[config.mk]
export PLATFORM = sky130hd
export DESIGN_NAME = sata_oob_controller
export DESIGN_NICKNAME = d
export VERILOG_FILES = /design/src/rtl/sata_oob_pkg.sv /design/src/rtl/sata_timeout_timer.sv /design/src/rtl/sata_oob_controller.sv
export SDC_FILE = /design/constraint.sdc
export NUM_CORES = 1
export LEC_CHECK = 0
export CAP_MARGIN = 25
export CORE_ASPECT_RATIO = 0.5
export CORE_UTILIZATION = 59
export DETAILED_ROUTE_END_ITERATION = 10
export GPL_TIMING_DRIVEN = 0
export PLACE_DENSITY = 0.86
export SLEW_MARGIN = 40
export SYNTH_ARGS = -nofsm -noshare
export SYNTH_HDL_FRONTEND = slang
export SYNTH_SLANG_ARGS = --single-unit
export TNS_END_PERCENT = 10
[constraint.sdc]
create_clock -name clk -period 3.8 [get_ports clk]
set_clock_uncertainty 0.05 [all_clocks]
set_input_delay 0.76 -clock clk [delete_from_list [all_inputs] [get_ports clk]]
set_output_delay 0.76 -clock clk [all_outputs]
set_load 0.005 [all_outputs]
[src/rtl/sata_oob_pkg.sv]
// Shared types and helpers for the SATA host OOB / link-initialization sequencer.
package sata_oob_pkg;

  typedef enum logic [3:0] {
    RESET_ST      = 4'd0,
    SEND_COMRESET = 4'd1,
    WAIT_COMINIT  = 4'd2,
    SEND_COMWAKE  = 4'd3,
    WAIT_COMWAKE  = 4'd4,
    WAIT_OOBFIN   = 4'd5,
    WAIT_ALIGN    = 4'd6,
    SEND_ALIGN    = 4'd7,
    LINKUP        = 4'd8
  } oob_state_t;

  typedef enum logic {
    COMRESET = 1'b0,
    COMWAKE  = 1'b1
  } oob_type_t;

  typedef enum logic [1:0] {
    IDLE  = 2'd0,
    D10_2 = 2'd1,
    ALIGN = 2'd2,
    DATA  = 2'd3
  } tx_sel_t;

  // 64-bit so that MHz-range clocks times millisecond timeouts cannot overflow.
  function automatic longint unsigned us2cycles(input longint unsigned freq_khz,
                                                input longint unsigned us);
    return (freq_khz * us) / 64'd1000;
  endfunction

endpackage

[src/rtl/sata_timeout_timer.sv]
// Saturating up-counter with a runtime-selectable limit; LIMIT sizes the counter.
module sata_timeout_timer #(
  parameter longint unsigned LIMIT = 1
) (
  input  logic                           clk,
  input  logic                           reset,
  input  logic                           clear_i,
  input  logic                           enable_i,
  input  logic [$clog2(LIMIT+1)-1:0]     limit_i,
  output logic                           expired_o
);

  localparam int W = $clog2(LIMIT + 1);

  logic [W-1:0] cnt_q, cnt_d;

  always_comb begin
    cnt_d = cnt_q;
    if (clear_i) begin
      cnt_d = '0;
    end else if (enable_i && (cnt_q < limit_i)) begin
      cnt_d = cnt_q + W'(1);
    end
  end

  always_ff @(posedge clk or posedge reset) begin
    if (reset) begin
      cnt_q <= '0;
    end else begin
      cnt_q <= cnt_d;
    end
  end

  assign expired_o = (cnt_q == limit_i);

endmodule

[src/rtl/sata_oob_controller.sv]
// Host-side SATA OOB + ALIGN sequencer; define SATA_OOB_CONTROLLER_STATUS_EN
// to expose state_o and the saturating retry_cnt.
//
// state         | meaning
// RESET_ST      | one idle cycle after reset
// SEND_COMRESET | request COMRESET burst, wait for oob_ack
// WAIT_COMINIT  | wait for device COMINIT (retry timeout)
// SEND_COMWAKE  | request COMWAKE burst, wait for oob_ack
// WAIT_COMWAKE  | wait for device COMWAKE (retry timeout)
// WAIT_OOBFIN   | send D10.2, wait for end of OOB (align timeout)
// WAIT_ALIGN    | send D10.2, wait for received ALIGN (align timeout)
// SEND_ALIGN    | send ALIGN, wait for run of non-ALIGN primitives
// LINKUP        | link established, link layer owns the transmitter
module sata_oob_controller
  import sata_oob_pkg::*;
#(
  parameter int unsigned CLKFREQ      = 150_000,
  parameter int unsigned RETRY_US     = 10_000,
  parameter int unsigned ALIGN_US     = 880,
  parameter int unsigned NONALIGN_CNT = 3
) (
  input  logic       reset,
  input  logic       clk,
  input  logic       cominit,
  input  logic       comwake,
  input  logic       oobfinish,
  output logic       oob_req,
  output logic       oob_type,
  input  logic       oob_ack,
  input  logic       rx_align,
  input  logic       rx_prim,
  output logic [1:0] tx_sel,
  output logic       linkup
`ifdef SATA_OOB_CONTROLLER_STATUS_EN
  ,
  output logic [3:0] state_o,
  output logic [7:0] retry_cnt
`endif
);

  localparam longint unsigned T_RETRY = us2cycles(64'(CLKFREQ), 64'(RETRY_US));
  localparam longint unsigned T_ALIGN = us2cycles(64'(CLKFREQ), 64'(ALIGN_US));
  localparam longint unsigned T_MAX   = (T_RETRY > T_ALIGN) ? T_RETRY : T_ALIGN;
  localparam int TW = $clog2(T_MAX + 1);
  localparam int NW = $clog2(NONALIGN_CNT + 1);

  oob_state_t state_q, state_d;

  logic          tmr_en, tmr_clr, tmr_expired;
  logic [TW-1:0] tmr_limit;

  logic [NW-1:0] na_q, na_d;
  logic          na_hit, na_done;

  logic      oob_req_q, oob_req_d;
  oob_type_t oob_type_q, oob_type_d;
  tx_sel_t   tx_sel_q, tx_sel_d;
  logic      linkup_q, linkup_d;

  always_comb begin
    tmr_en    = 1'b0;
    tmr_limit = TW'(T_RETRY);
    case (state_q)
      WAIT_COMINIT, WAIT_COMWAKE: tmr_en = 1'b1;
      WAIT_OOBFIN, WAIT_ALIGN, SEND_ALIGN: begin
        tmr_en    = 1'b1;
        tmr_limit = TW'(T_ALIGN);
      end
      default: ;
    endcase
  end

  assign tmr_clr = (state_d != state_q);

  sata_timeout_timer #(
    .LIMIT(T_MAX)
  ) u_timer (
    .clk      (clk),
    .reset    (reset),
    .clear_i  (tmr_clr),
    .enable_i (tmr_en),
    .limit_i  (tmr_limit),
    .expired_o(tmr_expired)
  );

  assign na_hit  = rx_prim && !rx_align;
  assign na_done = na_hit && (na_q == NW'(NONALIGN_CNT - 1));

  always_comb begin
    na_d = '0;
    if ((state_q == SEND_ALIGN) && !rx_align) begin
      na_d = na_hit ? (na_q + NW'(1)) : na_q;
    end
  end

  always_comb begin
    state_d = state_q;
    case (state_q)
      RESET_ST:      state_d = SEND_COMRESET;
      SEND_COMRESET: if (oob_ack) state_d = WAIT_COMINIT;
      WAIT_COMINIT: begin
        if (cominit)          state_d = SEND_COMWAKE;
        else if (tmr_expired) state_d = SEND_COMRESET;
      end
      SEND_COMWAKE:  if (oob_ack) state_d = WAIT_COMWAKE;
      WAIT_COMWAKE: begin
        if (comwake)          state_d = WAIT_OOBFIN;
        else if (tmr_expired) state_d = SEND_COMRESET;
      end
      WAIT_OOBFIN: begin
        if (oobfinish)        state_d = WAIT_ALIGN;
        else if (tmr_expired) state_d = SEND_COMRESET;
      end
      WAIT_ALIGN: begin
        if (rx_align)         state_d = SEND_ALIGN;
        else if (tmr_expired) state_d = SEND_COMRESET;
      end
      SEND_ALIGN: begin
        if (na_done)          state_d = LINKUP;
        else if (tmr_expired) state_d = SEND_COMRESET;
      end
      LINKUP:        state_d = LINKUP;
      default:       state_d = RESET_ST;
    endcase
    // An unexpected COMINIT means the device restarted; start over.
    if (cominit && (state_q != WAIT_COMINIT) && (state_q != SEND_COMWAKE)) begin
      state_d = SEND_COMRESET;
    end

    oob_req_d  = (state_d == SEND_COMRESET) || (state_d == SEND_COMWAKE);
    oob_type_d = (state_d == SEND_COMWAKE) ? COMWAKE : COMRESET;
    linkup_d   = (state_d == LINKUP);
    case (state_d)
      WAIT_OOBFIN, WAIT_ALIGN: tx_sel_d = D10_2;
      SEND_ALIGN:              tx_sel_d = ALIGN;
      LINKUP:                  tx_sel_d = DATA;
      default:                 tx_sel_d = IDLE;
    endcase
  end

  always_ff @(posedge clk or posedge reset) begin
    if (reset) begin
      state_q    <= RESET_ST;
      na_q       <= '0;
      oob_req_q  <= 1'b0;
      oob_type_q <= COMRESET;
      tx_sel_q   <= IDLE;
      linkup_q   <= 1'b0;
    end else begin
      state_q    <= state_d;
      na_q       <= na_d;
      oob_req_q  <= oob_req_d;
      oob_type_q <= oob_type_d;
      tx_sel_q   <= tx_sel_d;
      linkup_q   <= linkup_d;
    end
  end

  assign oob_req  = oob_req_q;
  assign oob_type = oob_type_q;
  assign tx_sel   = tx_sel_q;
  assign linkup   = linkup_q;

`ifdef SATA_OOB_CONTROLLER_STATUS_EN
  logic [7:0] retry_q;

  always_ff @(posedge clk or posedge reset) begin
    if (reset) begin
      retry_q <= '0;
    end else if ((state_d == LINKUP) && (state_q != LINKUP)) begin
      retry_q <= '0;
    end else if ((state_d == SEND_COMRESET) && (state_q != SEND_COMRESET) &&
                 (state_q != RESET_ST) && (retry_q != 8'hFF)) begin
      retry_q <= retry_q + 8'd1;
    end
  end

  assign retry_cnt = retry_q;
  assign state_o   = state_q;
`endif

endmodule

Yosys cells after proc, flatten, opt, wreduce, memory -nomap -nowiden
Index checks and enable logic that the tools add are counted.
{"block": "word_totals", "latchBits": 0, "reg_bits": 32, "romBits": 0, "in_bits": 8, "ramBits": 0, "memories": 0}
{"block": "classes", "order_cmp": 1, "n_shift": 0, "eq_ne": 20, "n_reduce_logical": 13, "n_bitwise": 0, "n_mul": 0, "n_mux": 18, "n_div": 0, "add_sub_neg": 2}
{"op": "2-to-1 mux 21 bit", "count": 3}
{"op": "2-to-1 mux 4 bit", "count": 9}
{"op": "one-hot mux 4 bit (9 select lines)", "count": 1}
{"op": "equality test 4 x 3 -> 1 bit, second input constant", "count": 7}
{"op": "adder 21 x 1 -> 21 bit, second input constant", "count": 1}
{"op": "equality test 21 bit", "count": 1}
{"op": "less-than comparator 21 bit", "count": 1}
{"op": "equality test 4 x 2 -> 1 bit, second input constant", "count": 3}
{"op": "equality test 4 x 1 -> 1 bit, second input constant", "count": 2}
{"op": "equality test 4 bit, second input constant", "count": 2}
{"op": "inequality test 4 x 2 -> 1 bit, second input constant", "count": 2}
{"op": "logical AND 1 bit", "count": 6}
{"op": "one-hot mux 2 bit (3 select lines)", "count": 1}
{"op": "OR reduction 5 bit", "count": 1}
{"op": "logical NOT 4 bit", "count": 1}
{"op": "2-to-1 mux 2 bit", "count": 2}
{"op": "inequality test 4 bit", "count": 1}
{"op": "OR reduction 3 bit", "count": 1}
{"op": "adder 2 x 1 -> 2 bit, second input constant", "count": 1}
{"op": "equality test 2 bit, second input constant", "count": 1}
{"op": "2-to-1 mux 1 bit", "count": 2}
{"op": "inequality test 2 bit, second input constant", "count": 1}
{"op": "nonzero test 2 bit", "count": 1}
{"op": "OR reduction 2 bit", "count": 1}
{"op": "2 further kinds", "count": 2}

Longest topological paths before layout
{"block": "depth", "depth_word": 11, "ltp_mapped": 12, "mapped_depth_nobuf": 10}

Modules after synthesis
From an unflattened synthesis, not the netlist that was laid out.
{"block": "unflattened", "cells_unflattened": 280, "hier_area_um2": 2518.7}
{"module": "sata_timeout_timer", "area_each_um2": 1676.6, "cells_per_inst": 195, "n_inst": 1}
{"module": "sata_oob_controller", "area_each_um2": 842.1, "cells_per_inst": 85, "n_inst": 1}

Worst setup path after synthesis
OpenSTA, ideal clock, no wires.
{"block": "synth_path", "path_type": "reg2reg", "start": "register state_q[3]", "end": "register u_timer.cnt_q[7]", "n_path_buf": 1, "synth_period_minus_slack_ps": 2765, "t_arrival_ps": 2638, "path_slack_ps": 1035, "path_stages_with_launch": 10, "path_cell_list": "dfrtp_1 -> clkbuf_1 -> nor2b_1 -> o21a_1 -> ha_1 -> a2111oi_2 -> o221a_2 -> o21ai_0 -> or4_1 -> a21oi_1"}
{"block": "synth_between", "elab_chain_len": 10, "word_cells_on_any_way": 33, "cone_classes": "order compare: 1; eq/ne: 12; mux: 13; reduce/logical: 7"}
{"item": "start: declaration", "line": "sata_oob_controller.sv:47", "rtl": "oob_state_t state_q, state_d;"}
{"item": "start signal: assignment", "line": "sata_oob_controller.sv:150", "rtl": "state_q <= state_d;"}
{"item": "equality test 4 x 3 -> 1 bit", "line": "sata_oob_controller.sv:63, sata_oob_controller.sv:98"}
{"item": "OR reduction 3 bit"}
{"item": "2-to-1 mux 21 bit", "line": "sata_oob_controller.sv:63", "rtl": "case (state_q)"}
{"item": "equality test 21 bit", "line": "sata_timeout_timer.sv:34", "rtl": "assign expired_o = (cnt_q == limit_i);"}
{"item": "2-to-1 mux 4 bit"}
{"item": "2-to-1 mux 4 bit, on equally long branches"}
{"item": "one-hot mux 4 bit (9 select lines)", "line": "sata_oob_controller.sv:98", "rtl": "case (state_q)"}
{"item": "2-to-1 mux 4 bit", "line": "sata_oob_controller.sv:126", "rtl": "if (cominit && (state_q != WAIT_COMINIT) && (state_q != SEND_COMWAKE)) begin"}
{"item": "inequality test 4 bit", "line": "sata_oob_controller.sv:73", "rtl": "assign tmr_clr = (state_d != state_q);"}
{"item": "2-to-1 mux 21 bit / nonzero test 2 bit (equally long branches)"}
{"item": "end signal: assignment", "line": "sata_timeout_timer.sv:30", "rtl": "cnt_q <= cnt_d;"}
{"item": "end: declaration", "line": "sata_timeout_timer.sv:15", "rtl": "logic [W-1:0] cnt_q, cnt_d;"}
Several ways; a longest one is shown, not always the timed one.
A chain may end at the register's enable or synchronous reset.

Final worst setup path
Same ends and word-level chain as after synthesis.

==> metrics.yaml <==
path_class: "reg2reg"
worst_pin_slew_ns: 0.663
crit_path_start_kind: "flip-flop"
drive_gt1_frac: 0.106
post-route-period-util: 0.881
fmax_mhz: 299
yosys_warnings: 0
clk_path_buf_depth: 2
p_sw_frac: 0.384
cts.repair.resized: 0
synthArstFlopShare: 1.00
post_cts_buffers: 0
critical_path.cell_chain: "clkbuf_1 -> nor2b_1 -> o21a_1 -> ha_1 -> a2111oi_2 -> o221a_2 -> o21ai_0 -> or4_1 -> a21oi_1"
die_width_um: 88.2
fin_total_pwr_mw: 1.35
cts_tree: "done"
rsz0062_at_grt: "false"
clk_latency_ns: 0.29
finalWeightedCongestion: 0.926
crit_fanout: 10
port_buffers: 12
post-route-min-period_ns: 3.35
routedWlPerCell_um: 15.9
antenna_found_initial: 0
synth_ff_type: "dfrtp_1"
dp_worst_setup_slack_ns: 0.657
drc: 0
p_clk_frac: 0.243
worst_path_dominant_cell_family: "compound AO/OA/AOI/OAI gates"
worst_slack_ns: 0.454
grt_pass1_wl_um: 8250
setup_tns_ns: 0
clkSinkCount: 32
grt_max_degree: 33
hold_violations: 0
ant_nets: 0
die_area_mm2: 0.00398
final_max_slew_viol_count: 0
design_area_mm2: 0.00249
syn_nets: 261
p_sw_uw: 517
status: "completed"
io_pins: 13
core_area_mm2: 0.00349
synthCells: 243
grt_pass1_vias: 1749
cp_data_arrival_time_ns: 3.51
slew_headroom: 0.558
h-tree-depth: 2
clockRootBuffer: "clkbuf_8"
hpwlAfterDp_um: 3550
antenna_cells: 0
drtIter0Drc: 140
die_h_um: 45.1
synth.distinct_cells: 53
grt_overflow: 0
vias: 1882
power.density_mw_per_mm2: 541
syn2layout_area_growth_pct: 13.5
rows: 15
comb_power_share: 0.456
stdcell_count: 314
synth_area_per_cell_um2: 9.02
fin_nets: 280
slowest_stage: "or4_1"
crit_path_max_incr_delay_ns: 0.54
critPathBufInv: 1
dpl_cell_area_mm2: 0.00238
clk_pin_slew_ns: 0.08
cp-end-kind: "flip-flop"
worst_hold_slack_ns: 0.507
drt_wl_total_um: 5000
synth-seq-cells: 32
cap_violations: 0
p_int_uw: 829
start_util: 0.628
syn-cell-area_mm2: 0.00219
final_cell_mix: "32 x nor2_1, 32 x dfrtp_1, 14 x a21oi_1"
leakagePower_nw: 1.04
finalSetupViolCount: 0
ys_seq_area_frac: 0.365
dp_cells: 306
first_pass_iters: 4
synth-edff-count: 0
viasPerCell: 5.99
fin_util: 0.713
cp.required_ns: 3.96
grt_util_all_layers: 0.280
peakVddDrop_uv: 253
min_path_type: "reg2reg"
cts_hold_buf: 0
cts_buffers: 5
power.share.sequential: 0.301
[cell type report]
cell class                      count  area [um^2]
Buffer                             13         85.1
Fill cell                         276         1000
Timing Repair Buffer               12          120
Tap cell                           51         63.8
Multi-Input combinational cell    186         1260
Clock buffer                        5         68.8
Clock inverter                      3         42.5
Inverter                           12         45.0
Sequential cell                    32          801
[cell usage after synthesis, drive strengths merged, types with 2 or more instances]
cell type / n / area [um^2]
dfrtp: 32 / 801
nor2: 32 / 120
a21oi: 14 / 70.1
nand2: 13 / 51.3
o21ai: 13 / 65.1
inv: 12 / 45.0
xor2: 12 / 105
clkbuf: 10 / 57.6
ha: 10 / 125
nand4: 8 / 50.1
xnor2: 8 / 70.1
nand3: 7 / 35.0
nor3: 6 / 30.0
nor4: 6 / 52.6
o211ai: 5 / 37.5
and3: 4 / 26.3
o2111ai: 4 / 35.0
buf: 3 / 27.5
mux2i: 3 / 30.0
nand4b: 3 / 26.3
nor2b: 3 / 18.8
o21a: 3 / 22.5
o221ai: 3 / 50.1
or2: 3 / 18.8
a21o: 2 / 16.3
and2: 2 / 12.5
mux2: 2 / 22.5
nor3b: 2 / 15.0
o211a: 2 / 20.0
o31ai: 2 / 15.0
or3: 2 / 17.5
[sequential cells by signal (all words and copies together), names as in the netlist]
signal / count
u_timer.cnt_q: 21
state_q: 4
na_q: 2
tx_sel: 2
linkup: 1
oob_req: 1
oob_type: 1
[layer usage]
| metal | track usage | wire [um] |
|---|---|---|
| met1 | 0.360 | 2280 |
| met3 | 0.0640 | 274 |
| met4 | 0.152 | 135 |
| met5 | 0 | 0 |
| met2 | 0.452 | 2300 |
[kinds of logic after synthesis]
logic type,Yosys count,synth area share
and+or+nand+nor,95,0.230
AOI/OAI and AO/OA,56,0.184
DFF,32,0.365
buffers and inverters,25,0.0594
xor gates and xnor gates,20,0.0799
adders and majority gates,10,0.0571
muxes,5,0.0240
[final timing paths]
path,start,endpoint,slack [ns],depth (start not counted)
min,na_q[0]$_DFFE_PP0P_,na_q[0]$_DFFE_PP0P_,0.51,2
min in group asynchronous,reset,u_timer.cnt_q[20]$_DFFE_PP0P_,0.83,2
max reg2reg,state_q[3]$_DFF_PP0_,u_timer.cnt_q[7]$_DFFE_PP0P_,0.45,9
max in group asynchronous,reset,na_q[1]$_DFFE_PP0P_,2.44,2
min reg2reg,na_q[0]$_DFFE_PP0P_,na_q[0]$_DFFE_PP0P_,0.51,2
max,state_q[3]$_DFF_PP0_,u_timer.cnt_q[7]$_DFFE_PP0P_,0.45,9
[power by group through the flow]
stage               logic (mW)  registers (mW)  clock network, mW
floorplan                0.455           0.406                  0
global placement         0.591           0.408                  0
detailed placement       0.605           0.410                  0
CTS                      0.612           0.404              0.329
global route             0.675           0.407              0.348
finish                   0.614           0.405              0.327
[worst min-delay path, stage by stage (launching register included)]
cell     delay [ns]
dfrtp_1        0.36
xnor2_1        0.12
nor2_1         0.04
(Power assumes the default switching activity.)
